File: src/rtl/div_32bit_seq_pkg.sv
// Shared constants, state type and sign helper for the sequential divider.
package div_32bit_seq_pkg;

    localparam int unsigned DIV_WIDTH = 32;
    localparam int unsigned CNT_W     = $clog2(DIV_WIDTH);

    typedef enum logic [1:0] {
        IDLE = 2'd0,
        RUN  = 2'd1,
        DONE = 2'd2
    } state_e;

    // Two's-complement negate when neg is set; used for operand magnitude and result sign fix.
    function automatic logic [DIV_WIDTH-1:0] cond_neg(input logic [DIV_WIDTH-1:0] v, input logic neg);
        return neg ? -v : v;
    endfunction

endpackage

File: src/rtl/div_32bit_seq_if.sv
// Start/ready handshake and operand/result bus between the ALU and the divider.
interface div_32bit_seq_if
    import div_32bit_seq_pkg::*;
#(
    parameter int unsigned WIDTH = DIV_WIDTH
);
    logic             start;
    logic             is_signed;
    logic [WIDTH-1:0] dividend;
    logic [WIDTH-1:0] divisor;
    logic [WIDTH-1:0] quotient;
    logic [WIDTH-1:0] remainder;
    logic             ready;
    logic             busy;
    logic             div_by_zero;

    modport master (
        output start, is_signed, dividend, divisor,
        input  quotient, remainder, ready, busy, div_by_zero
    );

    modport slave (
        input  start, is_signed, dividend, divisor,
        output quotient, remainder, ready, busy, div_by_zero
    );
endinterface

File: src/rtl/div_32bit_seq_step.sv
// One restoring-division step: shift in a dividend bit and trial-subtract the divisor.
module div_32bit_seq_step #(
    parameter int unsigned WIDTH = 32
) (
    input  logic [WIDTH-1:0] rem_i,
    input  logic             dbit_i,
    input  logic [WIDTH-1:0] divisor_i,
    output logic [WIDTH-1:0] rem_o,
    output logic             qbit_o
);
    logic [WIDTH:0] shifted;
    logic [WIDTH:0] sum;

    assign shifted = {rem_i, dbit_i};
    assign sum     = {1'b0, shifted[WIDTH-1:0]} + {1'b0, ~divisor_i} + {{WIDTH{1'b0}}, 1'b1};

    // Trial is non-negative when the shifted-out 33rd bit is set or the low subtract carries out.
    assign qbit_o = shifted[WIDTH] | sum[WIDTH];
    assign rem_o  = qbit_o ? sum[WIDTH-1:0] : shifted[WIDTH-1:0];
endmodule

File: src/rtl/div_32bit_seq.sv
// Iterative signed/unsigned restoring divider, one quotient bit per clock.
module div_32bit_seq
    import div_32bit_seq_pkg::*;
#(
    parameter int unsigned WIDTH = DIV_WIDTH
) (
    input  logic            clock,
    input  logic            reset_n,
    div_32bit_seq_if.slave  bus
);
    state_e           state_q, state_d;
    logic [CNT_W-1:0] cnt_q, cnt_d;
    logic [WIDTH-1:0] rem_q, rem_d;
    logic [WIDTH-1:0] dvd_q, dvd_d;
    logic [WIDTH-1:0] dvs_q, dvs_d;
    logic             q_neg_q, q_neg_d;
    logic             r_neg_q, r_neg_d;
    logic [WIDTH-1:0] quo_q, quo_d;
    logic [WIDTH-1:0] rmd_q, rmd_d;
    logic             ready_q, ready_d;
    logic             busy_q, busy_d;
    logic             dbz_q, dbz_d;

    logic [WIDTH-1:0] step_rem;
    logic             step_qbit;
    logic [WIDTH-1:0] quo_raw;
    logic             a_neg, b_neg;

    div_32bit_seq_step #(.WIDTH(WIDTH)) u_step (
        .rem_i     (rem_q),
        .dbit_i    (dvd_q[WIDTH-1]),
        .divisor_i (dvs_q),
        .rem_o     (step_rem),
        .qbit_o    (step_qbit)
    );

    // dvd_q shifts dividend bits out the top while quotient bits fill in from the bottom.
    assign quo_raw = {dvd_q[WIDTH-2:0], step_qbit};
    assign a_neg   = bus.is_signed & bus.dividend[WIDTH-1];
    assign b_neg   = bus.is_signed & bus.divisor[WIDTH-1];

    always_comb begin
        state_d = state_q;
        cnt_d   = cnt_q;
        rem_d   = rem_q;
        dvd_d   = dvd_q;
        dvs_d   = dvs_q;
        q_neg_d = q_neg_q;
        r_neg_d = r_neg_q;
        quo_d   = quo_q;
        rmd_d   = rmd_q;
        ready_d = 1'b0;
        busy_d  = busy_q;
        dbz_d   = 1'b0;
        unique case (state_q)
            IDLE: begin
                if (bus.start) begin
                    q_neg_d = a_neg ^ b_neg;
                    r_neg_d = a_neg;
                    dvs_d   = cond_neg(bus.divisor, b_neg);
                    rem_d   = '0;
                    cnt_d   = '0;
                    if (bus.divisor == '0) begin
                        dvd_d   = bus.dividend;
                        state_d = DONE;
                    end else begin
                        dvd_d   = cond_neg(bus.dividend, a_neg);
                        busy_d  = 1'b1;
                        state_d = RUN;
                    end
                end
            end
            RUN: begin
                rem_d = step_rem;
                dvd_d = quo_raw;
                cnt_d = cnt_q + CNT_W'(1);
                if (cnt_q == CNT_W'(WIDTH - 1)) begin
                    quo_d   = cond_neg(quo_raw, q_neg_q);
                    rmd_d   = cond_neg(step_rem, r_neg_q);
                    ready_d = 1'b1;
                    busy_d  = 1'b0;
                    state_d = IDLE;
                end
            end
            DONE: begin
                quo_d   = '0;
                rmd_d   = dvd_q;
                ready_d = 1'b1;
                dbz_d   = 1'b1;
                state_d = IDLE;
            end
            default: state_d = IDLE;
        endcase
    end

    always_ff @(posedge clock or negedge reset_n) begin
        if (!reset_n) begin
            state_q <= IDLE;
            cnt_q   <= '0;
            rem_q   <= '0;
            dvd_q   <= '0;
            dvs_q   <= '0;
            q_neg_q <= 1'b0;
            r_neg_q <= 1'b0;
            quo_q   <= '0;
            rmd_q   <= '0;
            ready_q <= 1'b0;
            busy_q  <= 1'b0;
            dbz_q   <= 1'b0;
        end else begin
            state_q <= state_d;
            cnt_q   <= cnt_d;
            rem_q   <= rem_d;
            dvd_q   <= dvd_d;
            dvs_q   <= dvs_d;
            q_neg_q <= q_neg_d;
            r_neg_q <= r_neg_d;
            quo_q   <= quo_d;
            rmd_q   <= rmd_d;
            ready_q <= ready_d;
            busy_q  <= busy_d;
            dbz_q   <= dbz_d;
        end
    end

    assign bus.quotient    = quo_q;
    assign bus.remainder   = rmd_q;
    assign bus.ready       = ready_q;
    assign bus.busy        = busy_q;
    assign bus.div_by_zero = dbz_q;
endmodule
File: src/flat_wrapper.sv
// flat-port wrapper written by rule: the top's interface ports become plain ports
module div_32bit_seq_flat import div_32bit_seq_pkg::*;
#(
    parameter int unsigned WIDTH = DIV_WIDTH
)
  (clock, reset_n, bus_start, bus_is_signed, bus_dividend, bus_divisor, bus_quotient, bus_remainder, bus_ready, bus_busy, bus_div_by_zero);
  div_32bit_seq_if #(.WIDTH(WIDTH)) bus_i ();
  input  logic clock;
  input  logic reset_n;
  input wire logic [$bits(bus_i.start)-1:0] bus_start;
  input wire logic [$bits(bus_i.is_signed)-1:0] bus_is_signed;
  input wire logic [$bits(bus_i.dividend)-1:0] bus_dividend;
  input wire logic [$bits(bus_i.divisor)-1:0] bus_divisor;
  output wire logic [$bits(bus_i.quotient)-1:0] bus_quotient;
  output wire logic [$bits(bus_i.remainder)-1:0] bus_remainder;
  output wire logic [$bits(bus_i.ready)-1:0] bus_ready;
  output wire logic [$bits(bus_i.busy)-1:0] bus_busy;
  output wire logic [$bits(bus_i.div_by_zero)-1:0] bus_div_by_zero;
  assign bus_i.start = bus_start;
  assign bus_i.is_signed = bus_is_signed;
  assign bus_i.dividend = bus_dividend;
  assign bus_i.divisor = bus_divisor;
  assign bus_quotient = bus_i.quotient;
  assign bus_remainder = bus_i.remainder;
  assign bus_ready = bus_i.ready;
  assign bus_busy = bus_i.busy;
  assign bus_div_by_zero = bus_i.div_by_zero;
  div_32bit_seq #(.WIDTH(WIDTH)) u_core (.clock(clock), .reset_n(reset_n), .bus(bus_i));
endmodule
File: config.mk
export PLATFORM = sky130hd
export DESIGN_NAME = div_32bit_seq_flat
export DESIGN_NICKNAME = d
export VERILOG_FILES = /design/src/rtl/div_32bit_seq_pkg.sv /design/src/rtl/div_32bit_seq_if.sv /design/src/rtl/div_32bit_seq_step.sv /design/src/rtl/div_32bit_seq.sv /design/src/flat_wrapper.sv
export SDC_FILE = /design/constraint.sdc
export NUM_CORES = 1
export LEC_CHECK = 0
export CELL_PAD_IN_SITES_DETAIL_PLACEMENT = 0
export CELL_PAD_IN_SITES_GLOBAL_PLACEMENT = 1
export CORE_MARGIN = 4
export CORE_UTILIZATION = 39
export CTS_CLUSTER_SIZE = 24
export DETAILED_ROUTE_END_ITERATION = 8
export GPL_TIMING_DRIVEN = 0
export MAX_ROUTING_LAYER = met4
export PLACE_DENSITY = 0.89
export SLEW_MARGIN = 25
export SYNTH_ARGS = -nofsm -noshare
export SYNTH_HDL_FRONTEND = slang
export SYNTH_SLANG_ARGS = --single-unit
File: constraint.sdc
create_clock -name clock -period 4.84 [get_ports clock]
set_clock_uncertainty 0.05 [all_clocks]
set_input_delay 1.21 -clock clock [delete_from_list [all_inputs] [get_ports clock]]
set_output_delay 1.21 -clock clock [all_outputs]
set_load 0.01 [all_outputs]
======== After elaboration in Yosys (flattened, before gate mapping) ========
Cells that the tools add are included.
word-level totals
  flip-flop bits (word level) ............. 172
  bits of input ports ..................... 68
  output and inout bits ................... 67
  word-level logic and storage cells ...... 66
operators by class
  $add $sub $neg .......................... 7
  equality and inequality tests ........... 6
  mux-type cells .......................... 27
  bitwise gates (word level) .............. 5
  reduce and logical (&&, ||, !) cells .... 9
operators by type and width
  operator                                                count
  2-to-1 mux 32 bit                                       10
  one-hot mux 32 bit (2 select lines)                     4
  negator 32 bit                                          4
  adder 32 x 32 -> 33 bit                                 1
  adder 33 x 1 -> 33 bit (second input constant)          1
  zero test 32 bit                                        1
  inverter 32 bit                                         1
  one-hot mux 5 bit (2 select lines)                      1
  AND reduction 2 bit                                     4
  2-to-1 mux 2 bit                                        3
  adder 5 x 1 -> 5 bit (second input constant)            1
  == test 5 bit (second input constant)                   1
  2-to-1 mux 1 bit                                        5
  2-to-1 mux 5 bit                                        1
  inequality test 2 bit (second input constant)           2
  one-hot mux 1 bit (2 select lines)                      2
  one-hot mux 2 bit (2 select lines)                      1
  AND reduction 4 bit                                     1
  nonzero test 2 bit                                      2
  AND 1 bit                                               2
  == test 2 x 1 -> 1 bit (second input constant)          1
  == test 2 bit (second input constant)                   1
  zero test 2 bit                                         1
  inequality test 2 x 1 -> 1 bit (second input constant)  1
  other kinds (2)                                         2

======== Depth between registers and ports, before layout ========
Gate-level depths: netlist of run 1.
  depth in word-level cells ............... 9
  mapped depth ............................ 22
  mapped depth without buffers ............ 19

======== Cells and area by module ========
A second synthesis of run 1 with hierarchy kept.
unflattened totals
  cells, all modules ...................... 1380
  area, all modules ....................... 11584.9 µm²
by module, submodules not included
  module              times used  cells an instance  area each (µm²)  sequential area each (µm²)
  div_32bit_seq       1           1046               9474.1           4304.1
  div_32bit_seq_step  1           334                2110.8           0.0

======== Worst setup path after synthesis of run 1 ========
No wires, ideal clock.
  path kind ............................... register to register
  start point ............................. register u_core.dvd_q[31]
  end point ............................... register u_core.rmd_q[30], in the netlist u_core.bus.remainder[30]
  setup time .............................. 0.134 ns
  arrival time ............................ 4.905 ns
  slack ................................... -0.249 ns
  cell stages (with the launch flop) ...... 23
  period minus slack after synthesis ...... 5.089 ns
  path through ............................ dfrtp_1 > inv_1 > ha_1 > fa_1 > nor2b_4 > o31a_1 > o211a_1 > o21ai_2 > nand2_2 > buf_4 > clkbuf_1 > clkbuf_1 > nand2_1 > o21ai_0 > ha_1 > nand3b_1 > or4_4 > o21ai_4 > o2111ai_2 > or4_4 > o41ai_2 > xnor2_1 > a21oi_1
between the ends
  cells in the longest elaborated chain, start to end .. 8
ends and longest elaborated chain
  element                                  RTL line                  source
  start: declaration                       div_32bit_seq.sv:14       logic [WIDTH-1:0] dvd_q, dvd_d;
  start signal: assignment                 div_32bit_seq.sv:114      dvd_q <= dvd_d;
  adder 32 x 32 -> 33 bit                  div_32bit_seq_step.sv:15  assign sum = {1'b0, shifted[WIDTH-1:0]} + {1'b0, ~divisor_i} + {{WIDTH{1'b0}}, 1'b1};
  adder 33 x 1 -> 33 bit                   div_32bit_seq_step.sv:15
  OR 1 bit                                 div_32bit_seq_step.sv:18  assign qbit_o = shifted[WIDTH] | sum[WIDTH];
  2-to-1 mux 32 bit (*)                    div_32bit_seq_step.sv:19  assign rem_o = qbit_o ? sum[WIDTH-1:0] : shifted[WIDTH-1:0];
  negator 32 bit                           div_32bit_seq_pkg.sv:15   return neg ? -v : v;
  2-to-1 mux 32 bit (*)                    div_32bit_seq_pkg.sv:15
  2-to-1 mux 32 bit (*)                    div_32bit_seq.sv:77       if (cnt_q == CNT_W'(WIDTH - 1)) begin
  one-hot mux 32 bit (2 select lines) (*)  div_32bit_seq.sv:55       unique case (state_q)
  end signal: assignment                   div_32bit_seq.sv:119      rmd_q <= rmd_d;
  end: declaration                         div_32bit_seq.sv:19       logic [WIDTH-1:0] rmd_q, rmd_d;
Mark *: on every way between the ends. The rest lies on a longest branch, timed or not. The select of a mux whose other input is x is not followed.
A chain may end at the register's enable or synchronous reset.

======== Worst setup path in the final report of run 1 ========
  start point ............................. register u_core.rem_q[19]
  end point ............................... register u_core.rmd_q[30], in the netlist u_core.bus.remainder[30]
between the ends
  cells in the longest elaborated chain, start to end .. 8
ends and longest elaborated chain
  element                                  RTL line                  source
  start: declaration                       div_32bit_seq.sv:13       logic [WIDTH-1:0] rem_q, rem_d;
  start signal: assignment                 div_32bit_seq.sv:113      rem_q <= rem_d;
  adder 32 x 32 -> 33 bit                  div_32bit_seq_step.sv:15
  adder 33 x 1 -> 33 bit                   div_32bit_seq_step.sv:15
  OR 1 bit                                 div_32bit_seq_step.sv:18
  2-to-1 mux 32 bit (*)                    div_32bit_seq_step.sv:19
  negator 32 bit                           div_32bit_seq_pkg.sv:15
  2-to-1 mux 32 bit (*)                    div_32bit_seq_pkg.sv:15
  2-to-1 mux 32 bit (*)                    div_32bit_seq.sv:77
  one-hot mux 32 bit (2 select lines) (*)  div_32bit_seq.sv:55
Marks and branches as above.

==> results of run 1 <==
==> worst max-delay path: cells and delay by family, from the launching register on <==
kind	cells	cell delay [ps]
AND/OR/NAND/NOR	7	1990
buffers and inverters	2	280
AO/OA/AOI/OAI	7	1120
flip-flops	1	480
XOR/XNOR	1	160
adder cells (fa/ha/maj)	2	510
==> repair_timing <==
action	CTS	global route
cloned	0	1
resized for setup	53	33
setup endpoints to repair	33	12
buffers inserted	18	15
pin swaps	15	17
==> final timing paths <==
kind	from	to	slack, ps	cells after the start
setup reg to reg	u_core.rem_q[19]	u_core.bus.remainder[30]	130	19
max in group asynchronous	reset_n	u_core.rem_q[15]	3140	2
min in group asynchronous	reset_n	u_core.bus.quotient[25]	690	1
hold / removal	u_core.dvs_q[28]	u_core.dvs_q[28]	440	2
hold reg to reg	u_core.dvs_q[28]	u_core.dvs_q[28]	440	2
setup / recovery	u_core.rem_q[19]	u_core.bus.remainder[30]	130	19
==> Yosys cell counts (5+ instances only) <==
| cell | instances |
|---|---|
| o41ai_1 | 11 |
| nor4_1 | 17 |
| a21oi_1 | 103 |
| o21a_1 | 14 |
| dfrtp_1 | 172 |
| a22oi_1 | 27 |
| mux2i_1 | 23 |
| nand2_1 | 208 |
| o21ai_0 | 199 |
| nand3_1 | 25 |
| o211ai_1 | 11 |
| ha_1 | 41 |
| inv_1 | 58 |
| clkbuf_1 | 59 |
| nor2b_1 | 5 |
| and3_1 | 16 |
| o21ai_1 | 8 |
| a31oi_1 | 14 |
| buf_1 | 8 |
| a21o_1 | 13 |
| nor3_1 | 29 |
| buf_2 | 16 |
| or2_2 | 7 |
| o31ai_1 | 31 |
| nand2b_1 | 12 |
| o22ai_1 | 7 |
| or4_1 | 10 |
| a22o_1 | 5 |
| a211oi_1 | 10 |
| or3_1 | 22 |
| nand4_1 | 13 |
| xnor2_1 | 56 |
| buf_4 | 8 |
| and2_1 | 9 |
| xor2_1 | 81 |
| nor2_1 | 100 |
==> metal layers <==
| metal | part of all wire | track usage | vias up |
|---|---|---|---|
| met1 | 0.44 | 0.339 | 6083 |
| met3 | 0.069 | 0.0428 | 74 |
| met5 | 0 | - | - |
| met2 | 0.46 | 0.382 | 438 |
| met4 | 0.028 | 0.0810 | 0 |
| li1 | - | - | 5849 |
==> metrics by stage <==
stage | instance area (um2) | hold slack (ps) | utilization | cells
4_1_cts | 15200 | 439 | 0.484 | 2111
3_3_place_gp | 14200 | 415 | 0.452 | 2061
6_report | 15500 | 436 | 0.491 | 2125
3_5_place_dp | 14300 | 422 | 0.453 | 2062
2_1_floorplan | 12400 | 400 | - | 1526
5_1_grt | 15500 | 449 | 0.491 | 2125
==> sequential cells by signal, indices dropped and copies added, names as in the netlist, 2 cells and up <==
name / flops
u_core.dvd_q: 32
u_core.dvs_q: 32
u_core.state_q: 2
u_core.rem_q: 32
u_core.cnt_q: 5
u_core.bus.remainder: 32
u_core.bus.quotient: 32
==> area by class of cell <==
type,instances,area (um2)
plain buffers,90,485
clock buffers,18,439
clock inverters,14,176
fillers,2994,16000
inverters,58,221
multi-input cells,1203,7680
flip-flops and latches,172,4320
well taps,402,503
repair buffers,168,1640
==> power by group through the flow <==
stage | registers, uW | logic [uW] | clock network, uW
3_3_place_gp | 2240 | 5980 | 0
6_report | 2250 | 6820 | 1420
2_1_floorplan | 2080 | 4450 | 0
4_1_cts | 2230 | 6440 | 1430
5_1_grt | 2280 | 7450 | 1500
3_5_place_dp | 2250 | 6040 | 0
==> kinds of logic (layout without fill, tap and decap cells) <==
logic type,Yosys count,after routing,synth area share
muxes,26,26,0.0213
xor gates and xnor gates,137,137,0.0968
adders and majority gates,42,42,0.0430
buffers and inverters,151,348,0.0510
and+or+nand+nor,490,490,0.184
AOI/OAI and AO/OA,508,508,0.256
DFF,172,172,0.347
==> impl_metrics.py, run 1 <==
metrics = {
    "outcome": {
        "outcome": "completed",
    },
    "yosys": {
        "ys_types": 83,
        "synth.area.top_cells": "dfrtp_1 (35%), o21ai_0 (8.0%), nand2_1 (6.3%)",
        "yosysWarnings": 0,
        "synth_area_mm2": 0.0124,
        "synth_edf_count": 0,
        "synthDominantCellAreaShare": 0.347,
        "synthCells": 1526,
        "async_reset_ff_frac": 1.00,
        "yosys_register_bits": 172,
        "netlist.top_cell.by_area": "dfrtp_1",
        "synth_area_per_cell_um2": 8.12,
        "dominantRegCellSynth": "dfrtp_1",
        "synth-seq-area-share": 0.347,
        "synth.net_count": 1636,
    },
    "route": {
        "first_iter_violations": 1161,
        "drt_wl_total_um": 42900,
        "num_vias": 12400,
        "drcViolationCount": 0,
        "wl_per_cell_um": 20.2,
        "antenna_left": 0,
        "viasPerCell": 5.86,
        "firstDrtPassIters": 6,
    },
    "sta": {
        "worst_pin_slew_ps": 771,
        "setup_slack_ps": 131,
        "final_hold_viol_count": 0,
        "rsz0062_at_grt": "yes",
        "min_period_ps": 4710,
        "slew_headroom": 0.486,
        "post-route-period-util": 0.973,
        "setup_violations": 0,
        "max_freq_mhz": 212,
        "finalSetupTns_ps": 0,
        "drv_slew": 0,
    },
    "power_and_ir_drop": {
        "swShare": 0.508,
        "pwr-share-seq": 0.214,
        "switching_power_uw": 5330,
        "p_int_uw": 5160,
        "power.density_mw_per_mm2": 679,
        "peakVddDrop_mv": 0.360,
        "combPwrFrac": 0.650,
        "p_leak_uw": 0.00645,
        "clkPwrFrac": 0.136,
        "power.total_uw": 10500,
    },
    "worst_setup_path": {
        "critPathKind": "reg2reg",
        "startpoint_type": "register",
        "path_cells": "ha_4, buf_6, nand4_1, nor2_1, a22o_1, o21ai_4, nand2_4, buf_12, nand2_2, o21ai_4, ha_2, nand3b_1, or4_4, o21ai_4, o2111ai_4, or4_4, o41ai_4, xnor2_1, a21oi_1",
        "crit_top_cell": "o21ai_4",
        "cp-end-kind": "register",
        "arrival_ps": 4970,
        "critPathRequiredTime_ps": 5100,
        "crit_fanout": 10,
        "slowest_stage": "or4_4",
        "cpPeakStageDelay_ps": 660,
    },
    "floorplan": {
        "start_util": 0.394,
        "die_area_mm2": 0.0347,
        "core_mm2": 0.0315,
        "io_pins": 135,
        "die_w_um": 186,
        "die_y_um": 186,
        "rows": 65,
    },
    "grt": {
        "grt_usage": 0.250,
        "grt_pass1_wl_um": 65900,
        "grt_pass1_vias": 11800,
        "grt_max_degree": 91,
        "grt-ovfl-total": 0,
        "antenna_found_initial": 0,
    },
    "cells_and_area": {
        "syn2layout_area_growth_pct": 24.8,
        "drive_above_1_share": 0.0940,
        "antenna_cells": 0,
        "fin_nets": 1820,
        "layout_common_cells": "nand2_1 (206), o21ai_0 (194), dfrtp_1 (161), clkdlybuf4s50_1 (132), a21oi_1 (102)",
        "layout_commonest_cell": "nand2_1",
    },
    "job": {
        "cap_violations": 0,
    },
    "placement": {
        "detailedPlace.worstSlack_ps": -1490,
        "dp_hpwl_um": 33500,
        "portBuffers": 133,
        "place.gp.congestion": 0.972,
    },
    "clock_network": {
        "clk_path_buf_depth": 2,
        "root_buffer": "clkbuf_16",
        "clock-sinks": 172,
        "htreeDepth": 4,
        "cts_tree": "done",
        "hold_buffers": 0,
        "clk_pin_slew_ps": 70,
        "clk_latency_ps": 440,
        "cts_buffers": 17,
    },
    "hold_path": {
        "hold_path_class": "reg2reg",
    },
}
Power figures use the tool's default switching activity.
==> run 2: changes to the inputs <==
Settings changed: ABC_CLOCK_PERIOD_IN_PS from default to 4840.
==> results of run 2 <==
No change in the layout: final DEF, timing and power equal those of run 1.
